`config.mk`:
```
export PLATFORM = sky130hd
export DESIGN_NAME = nes_controller
export DESIGN_NICKNAME = d
export VERILOG_FILES = /design/src/rtl/frogger_pkg.sv /design/src/rtl/sync_2ff.sv /design/src/rtl/nes_controller.sv
export SDC_FILE = /design/constraint.sdc
export NUM_CORES = 1
export LEC_CHECK = 0
export ABC_AREA = 0
export CORE_ASPECT_RATIO = 0.5
export CORE_MARGIN = 10
export CORE_UTILIZATION = 40
export CTS_BUF_LIST = sky130_fd_sc_hd__clkbuf_8
export DETAILED_ROUTE_END_ITERATION = 10
export MAX_ROUTING_LAYER = met4
export PLACE_DENSITY = 0.67
export SYNTH_ARGS = -nofsm -noshare
export SYNTH_HDL_FRONTEND = slang
export SYNTH_SLANG_ARGS = --single-unit
```
`constraint.sdc`:
```
create_clock -name clk -period 4.1 [get_ports clk]
set_input_delay 0.41 -clock clk [delete_from_list [all_inputs] [get_ports clk]]
set_output_delay 0.41 -clock clk [all_outputs]
set_load 0.02 [all_outputs]
```
`src/rtl/frogger_pkg.sv`:
```
// Shared types and constants for the frogger input path: NES controller FSM states and the
// bit positions of each button and d-pad direction.
`timescale 1ns/1ps
package frogger_pkg;

  typedef enum logic [2:0] {
    StIdle,
    StLatch,
    StLow,
    StHigh,
    StDone
  } nes_state_e;

  localparam int unsigned BTN_A      = 7;
  localparam int unsigned BTN_B      = 6;
  localparam int unsigned BTN_SELECT = 5;
  localparam int unsigned BTN_START  = 4;
  localparam int unsigned BTN_UP     = 3;
  localparam int unsigned BTN_DOWN   = 2;
  localparam int unsigned BTN_LEFT   = 1;
  localparam int unsigned BTN_RIGHT  = 0;

  localparam int unsigned DPAD_LEFT  = 0;
  localparam int unsigned DPAD_DOWN  = 1;
  localparam int unsigned DPAD_UP    = 2;
  localparam int unsigned DPAD_RIGHT = 3;

  // Opposing directions pass through unfiltered; the game logic decides what they mean.
  function automatic logic [3:0] to_dpad(input logic [7:0] btn);
    logic [3:0] d;
    d             = '0;
    d[DPAD_LEFT]  = btn[BTN_LEFT];
    d[DPAD_DOWN]  = btn[BTN_DOWN];
    d[DPAD_UP]    = btn[BTN_UP];
    d[DPAD_RIGHT] = btn[BTN_RIGHT];
    return d;
  endfunction

endpackage

```
`src/rtl/sync_2ff.sv`:
```
// Two-flop synchronizer for a single asynchronous input bit, with a selectable reset value.
`timescale 1ns/1ps
module sync_2ff #(
  parameter logic ResetVal = 1'b1
) (
  input  logic clk_i,
  input  logic rst_i,
  input  logic d_i,
  output logic q_o
);

  logic meta_q;
  logic sync_q;

  always_ff @(posedge clk_i) begin
    if (rst_i) begin
      meta_q <= ResetVal;
      sync_q <= ResetVal;
    end else begin
      meta_q <= d_i;
      sync_q <= meta_q;
    end
  end

  assign q_o = sync_q;

endmodule

```
`src/rtl/nes_controller.sv`:
```
// NES controller poller: strobes latch at a fixed rate, clocks out 8 serial bits and publishes
// the decoded buttons and d-pad atomically with a one-cycle valid pulse.
`timescale 1ns/1ps
module nes_controller
  import frogger_pkg::*;
#(
  parameter int unsigned HALF_DIV    = 75,
  parameter int unsigned POLL_CYCLES = 416667
) (
  input  logic       clk,
  input  logic       reset,
  input  logic       nes_data,
  output logic       nes_latch,
  output logic       nes_clk,
  output logic [7:0] buttons,
  output logic [3:0] dpad,
  output logic       valid
);

  localparam int unsigned PollW = $clog2(POLL_CYCLES);
  localparam int unsigned PhW   = $clog2(4 * HALF_DIV);

  localparam logic [PollW-1:0] PollLast  = PollW'(POLL_CYCLES - 1);
  localparam logic [PhW-1:0]   LatchLast = PhW'(4 * HALF_DIV - 1);
  localparam logic [PhW-1:0]   HalfLast  = PhW'(HALF_DIV - 1);

  nes_state_e       state_q, state_d;
  logic [PollW-1:0] poll_q, poll_d;
  logic [PhW-1:0]   ph_q, ph_d;
  logic [2:0]       idx_q, idx_d;
  logic [7:0]       shift_q, shift_d;
  logic [7:0]       buttons_q, buttons_d;
  logic [3:0]       dpad_q, dpad_d;
  logic             valid_q, valid_d;
  logic             data_sync;

  sync_2ff #(
    .ResetVal(1'b1)
  ) u_sync (
    .clk_i(clk),
    .rst_i(reset),
    .d_i  (nes_data),
    .q_o  (data_sync)
  );

  always_ff @(posedge clk) begin
    if (reset) begin
      state_q   <= StIdle;
      poll_q    <= '0;
      ph_q      <= '0;
      idx_q     <= '0;
      shift_q   <= '0;
      buttons_q <= '0;
      dpad_q    <= '0;
      valid_q   <= 1'b0;
    end else begin
      state_q   <= state_d;
      poll_q    <= poll_d;
      ph_q      <= ph_d;
      idx_q     <= idx_d;
      shift_q   <= shift_d;
      buttons_q <= buttons_d;
      dpad_q    <= dpad_d;
      valid_q   <= valid_d;
    end
  end

  always_comb begin
    state_d   = state_q;
    ph_d      = ph_q + PhW'(1);
    idx_d     = idx_q;
    shift_d   = shift_q;
    buttons_d = buttons_q;
    dpad_d    = dpad_q;
    valid_d   = 1'b0;
    // Free-running in every state so latch-to-latch spacing never depends on frame length.
    poll_d    = (poll_q == PollLast) ? '0 : poll_q + PollW'(1);

    unique case (state_q)
      StIdle: begin
        ph_d = '0;
        if (poll_q == PollLast) begin
          state_d = StLatch;
        end
      end
      StLatch: begin
        if (ph_q == LatchLast) begin
          state_d = StLow;
          ph_d    = '0;
          idx_d   = '0;
        end
      end
      StLow: begin
        if (ph_q == HalfLast) begin
          shift_d[3'd7 - idx_q] = ~data_sync;
          state_d               = StHigh;
          ph_d                  = '0;
        end
      end
      StHigh: begin
        if (ph_q == HalfLast) begin
          ph_d = '0;
          if (idx_q != 3'd7) begin
            idx_d   = idx_q + 3'd1;
            state_d = StLow;
          end else begin
            state_d = StDone;
          end
        end
      end
      StDone: begin
        buttons_d = shift_q;
        dpad_d    = to_dpad(shift_q);
        valid_d   = 1'b1;
        state_d   = StIdle;
      end
      default: state_d = StIdle;
    endcase
  end

  always_comb begin
    nes_latch = (state_q == StLatch);
    nes_clk   = (state_q == StHigh);
    buttons   = buttons_q;
    dpad      = dpad_q;
    valid     = valid_q;
  end

endmodule
```
==> summary.md, run 1 <==
| Metric | Value |
|---|---|
| Die width | about 130 um |
| Full die area | just under 10000 um2 |
| R2R depth | 4 |
| CTS sink cnt | 53 |
| Setup Buffers After CTS | 0 |
| Detailed Place HPWL | ~3.5 mm |
| Hold WS | between 400 and 500 ps |
| Unrepaired setup endpoints after global routing | false |
| Gr usage total | a little over a tenth |
| Initial DRC Count | approximately 140 |
| DR pass1 iterations | 4 |
| Share of post-route cells with drive strength above 1 | just under 8% |
| Hold path depth | 1 |
| Number of global-route vias before repair | approximately 1.7k |
| Final TNS setup | 0 ps |
| Wire per inst | ~14 um |
| Synth cell count leaders | 53 x dfxtp_1, 33 x nor2_1, 16 x xnor2_1 |
| Post-synth top area cell | dfxtp_1 |
| Clock Tree Root | clkbuf_8 |
| Cell Area, Synth | 2410 um2 |
| Place WS | 2030 ps |
| NetSw | around 190 uW |
| CORE AREA | 5660 um2 |
| Drt drc | 0 |
| Die Y | 74.9 um |
| Critical Path RT | 3690 ps |
| Top_reg_cell synth | dfxtp_1 |
| Ys Warns | 0 |
| WS Path Type | reg -> out |
| Pwr dens | between 300 and 400 nW/um2 |
| CP startpoint kind | flip-flop |
| Clk_skew | 9.33 ps |
| Rel. slew slack | between 40 and 50% |
| Post-synth EDFFs | 0 |
| Number of diodes | 0 |
| Fin. Hold Viols | 0 |
| Clock network fraction of total power | 34.9% |
| HP Class | reg -> reg |
| Post-CTS sizing | 0 |
| CTS max path bufs | 2 |
| Syn avg cell area | ~9.3 um2 |
| Syn nets | ~270 |
| Via/cell ratio | between 5 and 6 |
| Comb power frac | between 2 and 2.5% |
| Post-CTS Hold Buffers | 0 |
| Seq/Total Area, Yosys | roughly 44% |
| FF+latch count, synth | 53 |
| Worst VDD drop | 0.144 mV |
| Clk Latency, worst-skew pair | ~300 ps |
| Worst slew pin tran | approximately 840 ps |
| Setup Viol. Count Final | 0 |
| WP data arrival | around 1800 ps |
| Leakage | approximately 0.85 nW |
| CTS Buf Count | 5 |
| Outcome | finished clean |
| Critical-path maximum fanout | 8 |
| Fin crit share | between 50% and 60% |
| Total Power | 828 uW |
| I/O Buffers | 17 |
| DR vias | ~1.9k |
| Crit. End Element | primary output |
| Largest net degree at the start of global routing | 23 |
| Synth async-reset ratio | 0% |
| Top post-synthesis cells by area | dfxtp_1 44%, xnor2_1 5.8%, nor2_1 5.1%, mux2i_1 4.6%, ha_1 3.1% |
| Final net count | 278 |
| Switching share of total power | between 20 and 25% |
| Min Tclk post-route | about 2200 ps |
| Initial antenna violation count | 0 |
| Synth unique cells | 45 |
| Max frequency | between 0.4 and 0.5 GHz |
| CTS tree | done |
| Initial Util | a little over two fifths |
| Mapped Cells | 260 |
| Routed Antenna Nets | 0 |
| Final-report max-slew violation count | 0 |
| Pint | between 600 and 700 uW |
| P&R area growth vs syn | 11.4% |
| Seq pwr share | a little over three fifths |
| Most common cell in the netlist | dfxtp_1 |
| # IOs | 18 |
| Row cnt | 19 |
| CTS H-Tree Depth | 2 |
| Total gr overflow | 0 |
| GP Congestion | between 0.7 and 0.8 |
| Final non-filler cell total | ~340 |
| Final wirelength | 4.85 mm |
| Placed cells | between 300 and 400 |
| Share of the synthesized area in the top cell type | 43.9% |
| Clock-pin slew on the worst setup and hold paths | 100 ps |
| First-pass GRT wire length | between 8 and 9 mm |
| MaxCap Viol Count | 0 |
| Final WS setup | roughly 1900 ps |
==> cells in the final DEF (no fill, tap or decap), types with 2 or more instances in the layout <==
| cell | instances |
|---|---|
| a211oi_1 | 9 |
| a21oi_1 | 8 |
| a311oi_1 | 8 |
| a31oi_1 | 5 |
| and3_1 | 4 |
| and4b_1 | 2 |
| clkbuf_8 | 5 |
| clkdlybuf4s50_1 | 17 |
| clkinv_2 | 2 |
| dfxtp_1 | 53 |
| ha_1 | 6 |
| inv_1 | 7 |
| mux2i_1 | 11 |
| nand2_1 | 12 |
| nand2b_1 | 2 |
| nand3_1 | 13 |
| nand3b_1 | 2 |
| nand4_1 | 2 |
| nor2_1 | 33 |
| nor3_1 | 6 |
| nor3b_1 | 4 |
| nor4_1 | 6 |
| o21bai_2 | 2 |
| o31ai_1 | 3 |
| or2_2 | 4 |
| or3_1 | 3 |
| or4_1 | 4 |
| xnor2_1 | 16 |
| xor2_1 | 4 |
==> path summary, 6_finish.rpt <==
kind	from	endpoint	slack (ps)
hold reg to reg	u_sync.meta_q$_SDFF_PP1_	u_sync.q_o$_SDFF_PP1_	430
setup / recovery	state_q[0]$_SDFFE_PP0P_	nes_latch	1860
setup reg to reg	poll_q[5]$_SDFF_PP0_	poll_q[6]$_SDFF_PP0_	2000
hold / removal	u_sync.meta_q$_SDFF_PP1_	u_sync.q_o$_SDFF_PP1_	430
==> cells by family after synthesis <==
family          synth area share (%)
xor+xnor                        7.25
flops                           43.9
mux                             5.03
buf+inv                         4.40
simple gates                    24.2
compound gates                  12.0
fa+ha+maj                       3.11
==> cell type report <==
| type | instances | area [um2] |
|---|---|---|
| fillers | 538 | 2970 |
| multi-input cells | 184 | 1250 |
| flip-flops and latches | 53 | 1060 |
| repair buffers | 18 | 178 |
| well taps | 73 | 91.3 |
| clock buffers | 5 | 68.8 |
| inverters | 7 | 26.3 |
| clock inverters | 3 | 17.5 |
==> state kept, by name, summed over array words and instances, names as in the netlist <==
register       count
ph_q               9
u_sync.q_o         1
idx_q              3
state_q            3
poll_q            19
valid              1
u_sync.meta_q      1
shift_q            8
buttons            8
==> routing by layer <==
metal | vias to the layer above | wire, um | global-route usage (%)
li1 | 953 | - | -
met1 | 908 | 2310 | 12.3
met2 | 30 | 2290 | 17.6
met3 | 5 | 202 | 2.59
met4 | 0 | 46 | 4.08
met5 | - | 0 | -
==> per-stage QoR <==
| stage | util, % | cell area [um2] |
|---|---|---|
| after global placement | 46.0 | 2600 |
| after detailed placement | 46.0 | 2600 |
| after floorplan | - | 2410 |
| after CTS | 47.5 | 2690 |
| final | 47.5 | 2690 |
| after global routing | 47.5 | 2690 |
==> worst max-delay path, stage by stage, from the launching register on <==
cell and delay, ps:
dfxtp_1 480, nor3b_1 360, clkdlybuf4s50_1 690
==> power by group through the flow <==
stage / Sequential, mW / Clock, mW / Combinational, mW
floorplan: 0.532 / 0 / 0.0139
global placement: 0.533 / 0 / 0.0174
detailed placement: 0.533 / 0 / 0.0176
CTS: 0.521 / 0.297 / 0.0177
global route: 0.522 / 0.320 / 0.0199
finish: 0.521 / 0.289 / 0.0178
No activity file was read; power rests on OpenSTA's default activity.
==> run 2: changes to the inputs <==
clock period = 2.3 ns   (was 4.1 ns; I/O delays follow)
==> run 2 against run 1 <==
Utilization grew 0.80 points; first-iteration DRC count shrank 7.0%; hold slack lost 12 ps; power grew 84%; critical path type is now reg -> reg; critical endpoint is now idx_q[0]$_SDFFE_PP0P_; largest cell class unchanged.
==> summary.md, run 2 (synthesized netlist as in run 1, its figures left out) <==
| Metric | Value |
|---|---|
| Crit. End Element | flip-flop |
| CP startpoint kind | flip-flop |
| Drt drc | 0 (unchanged) |
| HP Class | reg -> reg |
| Worst slew pin tran | 606 ps (-232 ps) |
| Share of post-route cells with drive strength above 1 | 9.12% (+1.3 points) |
| CTS H-Tree Depth | 2 (unchanged) |
| Final wirelength | 4.72 mm (-2.7%) |
| Post-CTS Hold Buffers | 0 (unchanged) |
| Min Tclk post-route | approximately 2000 ps |
| Outcome | finished clean |
| Largest net degree at the start of global routing | 24 (+4.3%) |
| Critical Path RT | 2500 ps (-1190 ps) |
| Most flop-heavy register | poll_q |
| Clk_skew | 7.15 ps (-2.18 ps) |
| Reg2reg start | ph_q[0]$_SDFF_PP0_ |
| Wire per inst | 13.6 um (-3.8%) |
| Biggest regs | poll_q (19), ph_q (9) |
| Gr usage total | 10.3% (-0.27 points) |
| Largest stage delay on the critical path | 500 ps (-190 ps) |
| P&R area growth vs syn | 13.3% |
| Hold path depth | 1 (unchanged) |
| Fill count | 531 (-1.3%) |
| Worst VDD drop | 0.283 mV (+97%) |
| CORE AREA | 5660 um2 (unchanged) |
| Slowest cell on the critical path | o21ai_0 |
| GP Congestion | 0.825 (+8.7%) |
| HP Start | u_sync.meta_q$_SDFF_PP1_ |
| CTS tree | done |
| Fin. Hold Viols | 0 (unchanged) |
| Die width | 130 um (unchanged) |
| Clock-pin slew on the worst setup and hold paths | 90 ps (about the same) |
| Initial DRC Count | 133 (-7.0%) |
| CTS sink cnt | 53 (unchanged) |
| Detailed Place HPWL | 3.43 mm (-1.0%) |
| Rel. slew slack | 59.2% (+15 points) |
| Critical-path maximum fanout | 6 (-2) |
| Final-report max-slew violation count | 0 (unchanged) |
| Most common cell after layout, fill and taps aside | dfxtp_1 |
| Clk Latency, worst-skew pair | 310 ps (about the same) |
| Place WS | 282 ps (-1750 ps) |
| I/O Buffers | 17 (unchanged) |
| Final TNS setup | 0 ps (unchanged) |
| Number of diodes | 0 (unchanged) |
| Routed Antenna Nets | 0 (unchanged) |
| Full die area | 9730 um2 (unchanged) |
| Setup Buffers After CTS | 0 (unchanged) |
| Cell Area, Placed | 2630 um2 (+1.2%) |
| R2R depth | 5 (+1) |
| Post-CTS sizing | 0 (unchanged) |
| CTS Buf Count | 5 (unchanged) |
| Unrepaired setup endpoints after global routing | false |
| Leakage | 0.877 nW (+3.5%) |
| Hold endpoint | u_sync.q_o$_SDFF_PP1_ |
| DR pass1 iterations | 4 (unchanged) |
| Most frequent cells in the layout | 53 x dfxtp_1, 33 x nor2_1, 17 x clkdlybuf4s50_1, 16 x xnor2_1, 13 x nand3_1 |
| First-pass GRT wire length | 7.96 mm (-2.5%) |
| Final net count | 282 (+1.4%) |
| Buf+Inv Stages, Crit Path | 0 (-1) |
| Initial antenna violation count | 0 (unchanged) |
| # IOs | 18 (unchanged) |
| Number of flip-flops in the largest register | 19 (unchanged) |
| R2r endpoint | idx_q[0]$_SDFFE_PP0P_ |
| Max frequency | slightly below 0.5 GHz |
| Initial Util | 42.7% (unchanged) |
| Final Instance Area | 2740 um2 (+1.7%) |
| DR vias | 1847 (-2.6%) |
| MaxCap Viol Count | 0 (unchanged) |
| Via/cell ratio | 5.32 (-3.7%) |
| Die Y | 74.9 um (unchanged) |
| Row cnt | 19 (unchanged) |
| Setup Viol. Count Final | 0 (unchanged) |
| Number of global-route vias before repair | 1748 (+0.23%) |
| Final WS setup | 255 ps (-1610 ps) |
| WP data arrival | 2240 ps (+410 ps) |
| WS Path Type | reg -> reg |
| CTS max path bufs | 2 (unchanged) |
| Clock Tree Root | clkbuf_8 |
| Pwr dens | 558 nW/um2 (+81%) |
| Fin crit share | roughly nine tenths |
| Cell Chain, Critical Path | ha_1 > and4b_1 > and2_0 > o21ai_0 > mux2_2 |
| Reg-to-reg slack, setup | 250 ps (-1750 ps) |
| Total gr overflow | 0 (unchanged) |
| Cell family with most CP delay | compound AO/OA/AOI/OAI gates |
## run 2: worst max-delay path by stage
stage | start | depth (start not counted) | slack, ps | to
final | ph_q[0]$_SDFF_PP0_ | 5 | 250 | idx_q[0]$_SDFFE_PP0P_
after global routing | ph_q[0]$_SDFF_PP0_ | 5 | 80 | idx_q[0]$_SDFFE_PP0P_
after CTS | state_q[0]$_SDFFE_PP0P_ | 2 | 240 | nes_latch
after detailed placement | ph_q[0]$_SDFF_PP0_ | 5 | 280 | idx_q[0]$_SDFFE_PP0P_
after global placement | ph_q[0]$_SDFF_PP0_ | 5 | 400 | idx_q[0]$_SDFFE_PP0P_
after floorplan | state_q[1]$_SDFFE_PP0P_ | 5 | 390 | idx_q[0]$_SDFFE_PP0P_
## run 2: final cells by class
type	instances	area [um2]	share of cell area, %
tap	73	91.3	3.34
inverter	7	26.3	0.961
sequential	53	1060	38.8
clock buffer	7	96.3	3.52
multi-input combinational	184	1250	45.6
timing repair buffer	22	208	7.59
clock inverter	1	5.00	0.183
## run 2: where the power goes
group	internal, mW	switching, mW
registers	0.923	0.00607
logic	0.0142	0.0199
clock network	0.272	0.291
## run 2: per-layer routing
layer,GRT usage [%],vias up,part of all wire (%)
met1,11.7,872,48
met4,4.83,0,1.7
met2,16.7,18,47
li1,-,949,-
met5,-,-,0
met3,3.08,8,3.2
## run 2: stage by stage
step | hold WS (ps) | power [mW] | cells | util [%]
2_1_floorplan | 334 | 0.973 | 260 | -
3_3_place_gp | 395 | 0.984 | 339 | 46.6
3_5_place_dp | 398 | 0.985 | 339 | 46.6
4_1_cts | 419 | 1.54 | 347 | 48.3
5_1_grt | 437 | 1.59 | 347 | 48.3
6_report | 415 | 1.53 | 347 | 48.3
